File: config.mk
export PLATFORM = sky130hd
export DESIGN_NAME = rpn_token_sequencer
export DESIGN_NICKNAME = d
export VERILOG_FILES = /design/src/rtl/rpn_token_sequencer.sv
export SDC_FILE = /design/constraint.sdc
export NUM_CORES = 1
export LEC_CHECK = 0
export ABC_AREA = 1
export CAP_MARGIN = 25
export CORE_ASPECT_RATIO = 0.5
export CORE_MARGIN = 4
export CORE_UTILIZATION = 55
export DETAILED_ROUTE_END_ITERATION = 8
export DONT_BUFFER_PORTS = 1
export GPL_ROUTABILITY_DRIVEN = 0
export PLACE_DENSITY = 0.7
export SYNTH_ARGS = -nofsm -noshare
export SYNTH_HDL_FRONTEND = slang
export SYNTH_SLANG_ARGS = --single-unit
File: constraint.sdc
create_clock -name clk -period 4.95 [get_ports clk]
set_input_delay 1.2375 -clock clk [delete_from_list [all_inputs] [get_ports clk]]
set_output_delay 1.2375 -clock clk [all_outputs]
set_load 0.02 [all_outputs]
File: src/rtl/rpn_token_sequencer.sv
// rpn_token_sequencer: buffers RPN tokens in a small FIFO and issues them to the
// microcoded 4-bit calculator as spaced push/func command pulses, tracking the
// operand-stack depth and returning each operator result on a one-cycle strobe.
module rpn_token_sequencer #(
   parameter int unsigned data_width    = 4,
   parameter int unsigned fifo_depth    = 8,
   parameter int unsigned settle_cycles = 4,
   parameter int unsigned stack_depth   = 32
) (
   input  logic                  clk,
   input  logic                  rst,
   input  logic                  tok_valid,
   output logic                  tok_ready,
   input  logic                  tok_is_op,
   input  logic [data_width-1:0] tok_data,
   output logic                  calc_push,
   output logic                  calc_func,
   output logic [1:0]            calc_opcode,
   output logic [data_width-1:0] calc_data,
   input  logic [2:0]            calc_state,
   input  logic [data_width-1:0] calc_result,
   output logic                  res_valid,
   output logic [data_width-1:0] res_data,
   output logic [5:0]            depth,
   output logic                  err_underflow,
   output logic                  err_overflow,
   output logic                  busy
);

   localparam int unsigned aw = $clog2(fifo_depth);
   localparam int unsigned pw = aw + 1;
   localparam int unsigned cw = $clog2(settle_cycles + 1);

   localparam logic [pw-1:0] ptr_one     = pw'(1);
   localparam logic [cw-1:0] cnt_one     = cw'(1);
   localparam logic [cw-1:0] settle_load = cw'(settle_cycles);
   localparam logic [5:0]    depth_max   = 6'(stack_depth);

   localparam logic [1:0] StIdle    = 2'd0;
   localparam logic [1:0] StIssue   = 2'd1;
   localparam logic [1:0] StWait    = 2'd2;
   localparam logic [1:0] StCapture = 2'd3;

   // Token FIFO: {is_op, data}; pointers carry one extra wrap bit.
   logic [data_width:0] fifo_mem [fifo_depth];
   logic [pw-1:0]       wr_ptr;
   logic [pw-1:0]       rd_ptr;
   logic [pw-1:0]       wr_vis;
   logic                fifo_full;
   logic                fifo_empty;
   logic                head_avail;
   logic                do_write;
   logic                do_pop;
   logic [data_width:0] head;

   logic [1:0]          state;
   logic                cur_is_op;
   logic [cw-1:0]       cnt;

   assign fifo_full  = (wr_ptr[aw] != rd_ptr[aw]) && (wr_ptr[aw-1:0] == rd_ptr[aw-1:0]);
   assign fifo_empty = (wr_ptr == rd_ptr);
   // The reader sees a write one cycle late, so the array needs no write-to-read bypass.
   assign head_avail = (rd_ptr != wr_vis);
   assign tok_ready  = !fifo_full;
   assign do_write   = tok_valid && tok_ready;
   assign do_pop     = (state == StIdle) && head_avail;
   assign head       = fifo_mem[rd_ptr[aw-1:0]];

   assign calc_push = (state == StIssue) && !cur_is_op;
   assign calc_func = (state == StIssue) && cur_is_op;
   assign busy      = (state != StIdle) || !fifo_empty;

   // Token storage write port.
   always_ff @(posedge clk) begin
      if (do_write) begin
         fifo_mem[wr_ptr[aw-1:0]] <= {tok_is_op, tok_data};
      end
   end

   // FIFO pointer bookkeeping.
   always_ff @(posedge clk) begin
      if (rst) begin
         wr_ptr <= '0;
         rd_ptr <= '0;
         wr_vis <= '0;
      end else begin
         if (do_write) begin
            wr_ptr <= wr_ptr + ptr_one;
         end
         if (do_pop) begin
            rd_ptr <= rd_ptr + ptr_one;
         end
         wr_vis <= wr_ptr;
      end
   end

   // Command sequencing FSM with depth tracking, error flags and result capture.
   always_ff @(posedge clk) begin
      if (rst) begin
         state         <= StIdle;
         cur_is_op     <= 1'b0;
         cnt           <= '0;
         depth         <= '0;
         err_underflow <= 1'b0;
         err_overflow  <= 1'b0;
         calc_opcode   <= '0;
         calc_data     <= '0;
         res_valid     <= 1'b0;
         res_data      <= '0;
      end else begin
         res_valid <= 1'b0;
         case (state)
            StIdle: begin
               if (head_avail) begin
                  if (!head[data_width]) begin
                     if (depth == depth_max) begin
                        err_overflow <= 1'b1;
                     end else begin
                        calc_data <= head[data_width-1:0];
                        cur_is_op <= 1'b0;
                        state     <= StIssue;
                     end
                  end else begin
                     if (depth < 6'd2) begin
                        err_underflow <= 1'b1;
                     end else begin
                        calc_opcode <= head[1:0];
                        cur_is_op   <= 1'b1;
                        state       <= StIssue;
                     end
                  end
               end
            end
            StIssue: begin
               depth <= cur_is_op ? (depth - 6'd1) : (depth + 6'd1);
               cnt   <= settle_load;
               state <= StWait;
            end
            StWait: begin
               // Counter parks at zero while the calculator is still busy.
               if (cnt > cnt_one) begin
                  cnt <= cnt - cnt_one;
               end else begin
                  cnt <= '0;
                  if (calc_state == 3'd0) begin
                     state <= cur_is_op ? StCapture : StIdle;
                  end
               end
            end
            StCapture: begin
               res_data  <= calc_result;
               res_valid <= 1'b1;
               state     <= StIdle;
            end
            default: begin
               state <= StIdle;
            end
         endcase
      end
   end

endmodule
After elaboration in Yosys (flattened, before gate mapping)
Memories as Yosys holds them, arrays and structs flattened. A register that Yosys moved wholly into a read port is not among the register bits.
Index checks and enable logic that the tools add are counted.
{ "classes": {"add_sub_neg": 5, "mul": 0, "div": 0, "magnitude_cmp": 2, "n_eq_ne": 15, "n_shift": 0, "mux": 19, "n_bitwise": 3, "n_reduce_logical": 19} }
{ "op_table": {"columns": ["op", "n"], "rows": [
  ["$reduce_and A4 Y1", 5],
  ["$mux W2", 7],
  ["$ne A2 B2 Y1 const B", 5],
  ["$mux W3", 3],
  ["$add A4 B1 Y4 const B", 2],
  ["$pmux W2 S4", 1],
  ["$add A6 B1 Y6 const B", 1],
  ["$eq A6 B6 Y1 const B", 1],
  ["$lt A6 B2 Y1 const B", 1],
  ["$mux W1", 6],
  ["$mux W6", 1],
  ["$ne A3 B3 Y1 const B", 2],
  ["$pmux W3 S2", 1],
  ["$sub A6 B1 Y6 const B", 1],
  ["$logic_and A1 B1 Y1", 5],
  ["$reduce_and A5 Y1", 1],
  ["$eq A2 B2 Y1 const B", 2],
  ["$eq A4 B4 Y1", 1],
  ["$ne A4 B4 Y1", 1],
  ["$reduce_bool A2 Y1", 2],
  ["$eq A3 B3 Y1", 1],
  ["$gt A3 B1 Y1 const B", 1],
  ["$logic_not A1 Y1", 3],
  ["$logic_not A3 Y1", 1],
  ["other kinds (6)", 8]
]} }
{ "totals": {"register_bits": 37, "latch_bits": 0, "mem_bits_rw": 40, "romBits": 0, "in_bits": 15, "output_inout_bits": 23, "elab_cells": 77, "mem_count": 1} }
{ "memory_table": {"columns": ["memory", "words", "word_bits", "rd", "rd_clocked_by_memory_dff", "wr", "line_no", "source"], "rows": [
  ["fifo_mem", 8, 5, 1, 1, 1, "45", "logic [data_width:0] fifo_mem [fifo_depth];"]
]} }

Depth between registers and ports, before layout
Gate-level depths: netlist of the first run.
{ "logic_depth": {"depth_word": 6, "depth_mapped": 11, "depth_no_buf": 11} }

Worst setup path before layout of the first run
OpenSTA, ideal clock, no wires.
{ "synth_timing": {"path_kind": "flip-flop to output port", "startpoint": "reg state[1]", "endpoint": "out calc_push", "arrival_ns": 1.137, "required_ns": 3.713, "setup_slack_ns": 2.576, "stages_incl_launch_ff": 6, "n_path_buf": 1, "cell_sequence": "dfxtp_1 -> inv_1 -> ha_1 -> inv_1 -> clkbuf_1 -> nor2_1"} }
{ "synth_between": {"elab_chain_len": 2} }
{ "synth_rtl": {"columns": ["element", "line_no", "source"], "rows": [
  ["start: declaration", "56", "logic [1:0] state;"],
  ["start signal: assignment", "100", "state <= StIdle;"],
  ["start signal: assignment", "121", "state <= StIssue;"],
  ["start signal: assignment", "129", "state <= StIssue;"],
  ["$eq A2 B1 Y1", "69", "assign calc_push = (state == StIssue) && !cur_is_op;"],
  ["$logic_and A1 B1 Y1", "69", null],
  ["end: declaration", "16", "output logic calc_push,"]
]} }
Every way passes these cells.

Worst setup path in the final report of the first run
Ends and elaborated chain as after synthesis.

==> load_flow_metrics.sql, run 1 <==
INSERT INTO impl_metrics (metric_group, metric, value, unit) VALUES
('routing', 'route.vias.total', '2534', ''),
('clock_network', 'cts_tree', 'built', ''),
('timing', 'tightestPinTransition', '0.769', 'ns'),
('yosys', 'synth_compound_area_share', '11.1', '%'),
('yosys', 'synth_async_reset_ratio', '0', '%'),
('routing', 'ant_nets', '0', ''),
('floorplanning', 'placement_rows', '20', ''),
('job', 'maxCapViolCount', '0', ''),
('finish', 'layout-drive-gt1-share', '7.85', '%'),
('clock_network', 'cts.sink_count', '80', ''),
('yosys', 'post_synth_and_or_nand_nor_area_fraction', '17.4', '%'),
('timing', 'timing.clock.skew', '0.00650', 'ns'),
('floorplanning', 'design.portCount', '38', ''),
('placed_design', 'dpl.hpwl', '5190', 'um'),
('timing', 'hold_violations', '0', ''),
('yosys', 'synth_edf_count', '40', ''),
('grt', 'antenna_found_initial', '0', ''),
('placed_design', 'numPortBuffers', '0', ''),
('timing', 'hold_slack', '0.485', 'ns'),
('critical_path', 'critical_path_arrival', '1.56', 'ns'),
('timing', 'maximum_frequency_from_static_timing_analysis', '0.358', 'GHz'),
('clock_network', 'cts_hold_buffers', '0', ''),
('timing', 'period_minus_slack', '2.80', 'ns'),
('clock_network', 'cts_buffer_depth', '2', ''),
('yosys', 'syn-mean-instance-area', '9.44', 'um2'),
('finish', 'layout_common_cells', 'sky130_fd_sc_hd__nor2_1, sky130_fd_sc_hd__inv_1, sky130_fd_sc_hd__dfxtp_1, sky130_fd_sc_hd__edfxtp_1, sky130_fd_sc_hd__nand2_1', ''),
('grt', 'grt_pass1_vias', '2506', ''),
('clock_network', 'cts_buffers', '9', ''),
('power_and_ir_drop', 'post-layout-total-power', '2.12', 'mW'),
('critical_path', 'worst_setup_path_end_kind', 'primary output', ''),
('timing', 'finalMaxSlewViolations', '0', ''),
('timing', 'slew-limit-headroom', '48.6', '%'),
('yosys', 'synth_top_family_by_area', 'simple AND/OR/NAND/NOR gates', ''),
('power_and_ir_drop', 'power.density_cell_area', '545', 'nW/um2'),
('critical_path', 'cp_max_fo', '12', ''),
('yosys', 'ys.warnings.count', '0', ''),
('yosys', 'synth_adder_area_share', '5.17', '%'),
('outcome', 'run_status', 'completed', ''),
('finish', 'final.fill_count', '516', ''),
('grt', 'grt_pass1_wl', '12300', 'um'),
('critical_path', 'critical_path.startpoint_type', 'register', ''),
('yosys', 'fraction_of_synthesized_area_in_multiplexers', '0.567', '%'),
('grt', 'grt_max_degree', '24', ''),
('power_and_ir_drop', 'leakagePower', '1.59', 'nW'),
('clock_network', 'clkSlewWorstSetupHoldPaths', '0.05', 'ns'),
('power_and_ir_drop', 'peakVddDrop', '303', 'uV'),
('finish', 'final_util', '63.1', '%'),
('yosys', 'synth-seq-cells', '80', ''),
('finish', 'nNetsFinal', '406', ''),
('yosys', 'ys.flop_type', 'sky130_fd_sc_hd__edfxtp_1', ''),
('hold_path', 'min-delay-path-class', 'reg -> reg', ''),
('finish', 'area_growth_syn_to_layout', '10.0', '%'),
('yosys', 'synthCells', '374', ''),
('routing', 'dr.pass1.iters', '4', ''),
('timing', 'setup_violations', '0', ''),
('timing', 'finalSetupTns', '0', 'ns'),
('floorplanning', 'initial_core_util', '57.4', '%'),
('timing', 'fin_crit_sh', '56.5', '%'),
('floorplanning', 'dieHeight', '64.7', 'um'),
('routing', 'first_iter_violations', '257', ''),
('critical_path', 'crit_required', '3.71', 'ns'),
('floorplanning', 'die_area', '7840', 'um2'),
('placed_design', 'post-place-cells', '454', ''),
('clock_network', 'post_cts_resize_count', '0', ''),
('clock_network', 'cts_htree_levels', '3', ''),
('floorplanning', 'die_width', '121', 'um'),
('routing', 'wl_per_cell', '15.6', 'um'),
('yosys', 'netlist-cell-type-count', '37', ''),
('grt', 'grt_remaining_overflow', '0', ''),
('yosys', 'synth_fp_nets', '403', ''),
('routing', 'routed_wl', '7330', 'um');
## flip-flops by register name, summed over array words and instances (netlist names), 2 cells and up, named ones only
register     flops
state            2
depth            6
calc_data        4
cnt              3
wr_vis           4
wr_ptr           4
calc_opcode      2
fifo_mem        40
res_data         4
rd_ptr           4
## path summary, 6_finish.rpt
| path | from | end | slack [ns] | depth (start not counted) |
|---|---|---|---|---|
| setup reg to reg | register | calc_opcode[0]$_SDFFE_PP0P_ | 2.72 | 9 |
| setup / recovery | state[1]$_SDFFE_PP0P_ | calc_push | 2.15 | 4 |
| hold / removal | cnt[2]$_SDFFE_PP0P_ | cnt[2]$_SDFFE_PP0P_ | 0.48 | 2 |
| hold reg to reg | cnt[2]$_SDFFE_PP0P_ | cnt[2]$_SDFFE_PP0P_ | 0.48 | 2 |
## synthesized netlist by cell type (all sizes together), types with 4 or more instances
cell type / count / area share, %
xor2: 9 / 2.2
o22ai: 4 / 0.71
a21oi: 17 / 2.4
inv: 46 / 4.9
dfxtp: 40 / 23
buf: 4 / 0.71
clkbuf: 4 / 0.43
edfxtp: 40 / 34
nand2: 44 / 5.2
nor2: 69 / 7.5
nand3: 18 / 2.8
o21ai: 39 / 5.5
nor3: 4 / 1.0
o221ai: 4 / 0.99
ha: 13 / 4.6
## kinds of logic (layout without fill, tap and decap cells)
family | count (synthesis) | in the layout
AND/OR/NAND/NOR | 140 | 140
flip-flops | 80 | 80
AO/OA/AOI/OAI | 71 | 71
multiplexers | 2 | 2
XOR/XNOR | 12 | 12
adder cells (fa/ha/maj) | 14 | 14
buffers and inverters | 55 | 63
## metrics by stage
step / setup slack [ns] / instance area (um2)
after floorplan: 2.58 / 3530
after global placement: 2.58 / 3600
after detailed placement: 2.53 / 3600
after CTS: 2.15 / 3880
after global routing: 2.00 / 3880
final: 2.15 / 3880
## layer usage
metal | part of all wire (%) | vias up | track usage [%]
li1 | - | 1258 | -
met1 | 44 | 1204 | 25.5
met2 | 48 | 67 | 33.3
met3 | 7.4 | 5 | 8.20
met4 | 0.60 | 0 | 6.01
met5 | 0 | - | 0
## worst max-delay path, stage by stage, from the launching register on
cell and delay [ns]:
sky130_fd_sc_hd__dfxtp_1 0.35, sky130_fd_sc_hd__inv_1 0.13, sky130_fd_sc_hd__ha_1 0.21, sky130_fd_sc_hd__inv_1 0.16
sky130_fd_sc_hd__nor2_1 0.37
## where the power goes
part           switching [mW]  internal [mW]
sequential              0.161          0.779
combinational           0.369          0.198
clock                   0.255          0.356
## layout make-up
class / instances / area (um2) / share of cell area (%)
sequential: 80 / 2000 / 51.5
multi-input combinational: 239 / 1310 / 33.8
clock buffer: 11 / 243 / 6.25
inverter: 47 / 176 / 4.54
tap: 88 / 110 / 2.83
clock inverter: 5 / 41.3 / 1.06
Note: power is estimated with default switching activity, not from simulation.
==> run 2, diff against run 1 <==
clock period = 2.7 ns   (was 4.95 ns; I/O delays follow)
==> load_flow_metrics.sql, run 2 (synthesized netlist as in run 1, its figures left out) <==
INSERT INTO impl_metrics (metric_group, metric, value, unit) VALUES
('outcome', 'run_status', 'completed', ''),
('finish', 'footprint_of_the_multi_input_gates', '1310', 'um2'),
('placed_design', 'placedInstanceArea', '3620', 'um2'),
('timing', 'timing.clock.skew', '0.00901', 'ns'),
('finish', 'layout_commonest_cell', 'sky130_fd_sc_hd__nor2_1', ''),
('grt', 'use_met2', '31.8', '%'),
('timing', 'finalSetupTns', '0', 'ns'),
('finish', 'layout_common_cells', 'sky130_fd_sc_hd__nor2_1, sky130_fd_sc_hd__inv_1, sky130_fd_sc_hd__dfxtp_1, sky130_fd_sc_hd__edfxtp_1, sky130_fd_sc_hd__nand2_1', ''),
('hold_path', 'min_delay_path_depth', '1', ''),
('hold_path', 'min-delay-path-class', 'in -> reg', ''),
('job', 'maxCapViolCount', '0', ''),
('timing', 'hold_violations', '0', ''),
('critical_path', 'worst_setup_path_end_kind', 'primary output', ''),
('hold_path', 'worstHoldEndpoint', 'wr_ptr[0]$_SDFFE_PP0P_', ''),
('routing', 'first_iter_violations', '261', ''),
('critical_path', 'crit_required', '2.03', 'ns'),
('critical_path', 'reg2reg_to', 'calc_data[3]$_SDFFE_PP0P_', ''),
('grt', 'grt_pass1_wl', '12400', 'um'),
('clock_network', 'cts_hold_buffers', '0', ''),
('critical_path', 'worst-r2r-setup-slack', '0.71', 'ns'),
('routing', 'detail_route.drc_violations', '0', ''),
('finish', 'nNetsFinal', '408', ''),
('timing', 'finalMaxSlewViolations', '0', ''),
('grt', 'global_route.usage.total', '20.7', '%'),
('grt', 'grt_pass1_vias', '2495', ''),
('routing', 'dr.pass1.iters', '5', ''),
('critical_path', 'worst_r2r_path_depth', '11', ''),
('placed_design', 'detailedPlace.worstSlack', '0.728', 'ns'),
('placed_design', 'numPortBuffers', '0', ''),
('power_and_ir_drop', 'power.density_cell_area', '1010', 'nW/um2'),
('clock_network', 'post-cts-setup-buffer-count', '0', ''),
('finish', 'largest_reg_flops', '40', ''),
('critical_path', 'critical_path_arrival', '1.56', 'ns'),
('floorplanning', 'initial_core_util', '57.4', '%'),
('routing', 'wl_per_cell', '15.4', 'um'),
('clock_network', 'cts_root_buffer', 'sky130_fd_sc_hd__clkbuf_16', ''),
('power_and_ir_drop', 'leakagePower', '1.61', 'nW'),
('grt', 'antenna_found_initial', '0', ''),
('critical_path', 'critical_path.startpoint_type', 'register', ''),
('floorplanning', 'dieHeight', '64.7', 'um'),
('clock_network', 'post_cts_resize_count', '0', ''),
('routing', 'routed_wl', '7290', 'um'),
('timing', 'grt_setup_unrepaired', 'false', ''),
('grt', 'grt_remaining_overflow', '0', ''),
('timing', 'fin_crit_sh', '82.7', '%'),
('critical_path', 'crit_type', 'reg -> out', ''),
('floorplanning', 'die_width', '121', 'um'),
('timing', 'maximum_frequency_from_static_timing_analysis', '0.448', 'GHz'),
('placed_design', 'dpl.hpwl', '5070', 'um'),
('timing', 'slew-limit-headroom', '57.4', '%'),
('finish', 'n_antenna_cell', '0', ''),
('timing', 'setup_slack', '0.468', 'ns'),
('hold_path', 'timing.hold.worst.start', 'rst', ''),
('floorplanning', 'placement_rows', '20', ''),
('grt', 'grt.busiest_layer', 'met2', ''),
('grt', 'grt_max_degree', '24', ''),
('finish', 'area.sequential', '2000', 'um2'),
('clock_network', 'cts_tree', 'built', ''),
('clock_network', 'cts_buffer_depth', '2', ''),
('clock_network', 'cts_htree_levels', '3', ''),
('finish', 'layout-drive-gt1-share', '8.59', '%'),
('clock_network', 'cts.sink_count', '80', ''),
('timing', 'tightestPinTransition', '0.639', 'ns'),
('critical_path', 'launch_point_of_the_critical_path', 'state[1]$_SDFFE_PP0P_', ''),
('routing', 'ant_nets', '0', ''),
('finish', 'area_growth_syn_to_layout', '10.9', '%'),
('power_and_ir_drop', 'peakVddDrop', '477', 'uV'),
('clock_network', 'cts_buffers', '9', ''),
('floorplanning', 'core-area', '6160', 'um2'),
('routing', 'drt_via_density', '5.39', ''),
('routing', 'route.vias.total', '2542', ''),
('clock_network', 'worstSkewPairLatency', '0.34', 'ns'),
('floorplanning', 'design.portCount', '38', ''),
('grt', 'grtUsageMet3', '7.85', '%'),
('finish', 'final.fill_count', '514', ''),
('critical_path', 'cp_max_fo', '12', ''),
('finish', 'finalInstanceArea', '3920', 'um2'),
('clock_network', 'clkSlewWorstSetupHoldPaths', '0.06', 'ns'),
('timing', 'setup_violations', '0', ''),
('floorplanning', 'die_area', '7840', 'um2'),
('timing', 'period_minus_slack', '2.23', 'ns'),
('grt', 'use_met1', '27.2', '%');
-- run 2: area by class of cell --
type	instances	share of cell area, %
clock buffers	10	6.39
clock inverters	6	1.28
inverters	47	4.50
multi-input cells	239	33.5
flip-flops and latches	80	51.1
well taps	88	2.81
repair buffers	2	0.383
-- run 2: metrics by stage --
stage | hold slack, ns | total power [mW] | util (%) | cells
floorplan | 0.450 | 2.54 | - | 374
global placement | 0.471 | 2.75 | 58.7 | 456
detailed placement | 0.496 | 2.80 | 58.7 | 456
CTS | 0.386 | 4.00 | 63.6 | 472
global route | 0.389 | 4.24 | 63.6 | 472
finish | 0.401 | 3.97 | 63.6 | 472
-- run 2: power breakdown --
part / switching, mW / internal, mW / total [mW]
Clock: 0.502 / 0.689 / 1.19
Combinational: 0.739 / 0.376 / 1.12
Sequential: 0.237 / 1.43 / 1.66
-- run 2: worst max-delay path by stage --
| stage | endpoint | slack (ns) | depth (start not counted) |
|---|---|---|---|
| CTS | calc_push | 0.44 | 4 |
| global route | calc_push | 0.32 | 4 |
| detailed placement | calc_data[3]$_SDFFE_PP0P_ | 0.73 | 11 |
| finish | calc_push | 0.47 | 4 |
| floorplan | calc_push | 0.89 | 5 |
| global placement | fifo_mem[1][1]$_DFFE_PP_ | 0.83 | 7 |
-- run 2: routing by layer --
metal	share of wire [%]	routed length (um)
met3	7.3	529
met5	0	0
met2	45	3310
met4	1.1	83
met1	46	3370
-- run 2: critical path, stage by stage (launching register included) --
cell	delay, ns
sky130_fd_sc_hd__dfxtp_1	0.34
sky130_fd_sc_hd__inv_1	0.13
sky130_fd_sc_hd__ha_1	0.21
sky130_fd_sc_hd__inv_1	0.18
sky130_fd_sc_hd__nor2_1	0.36
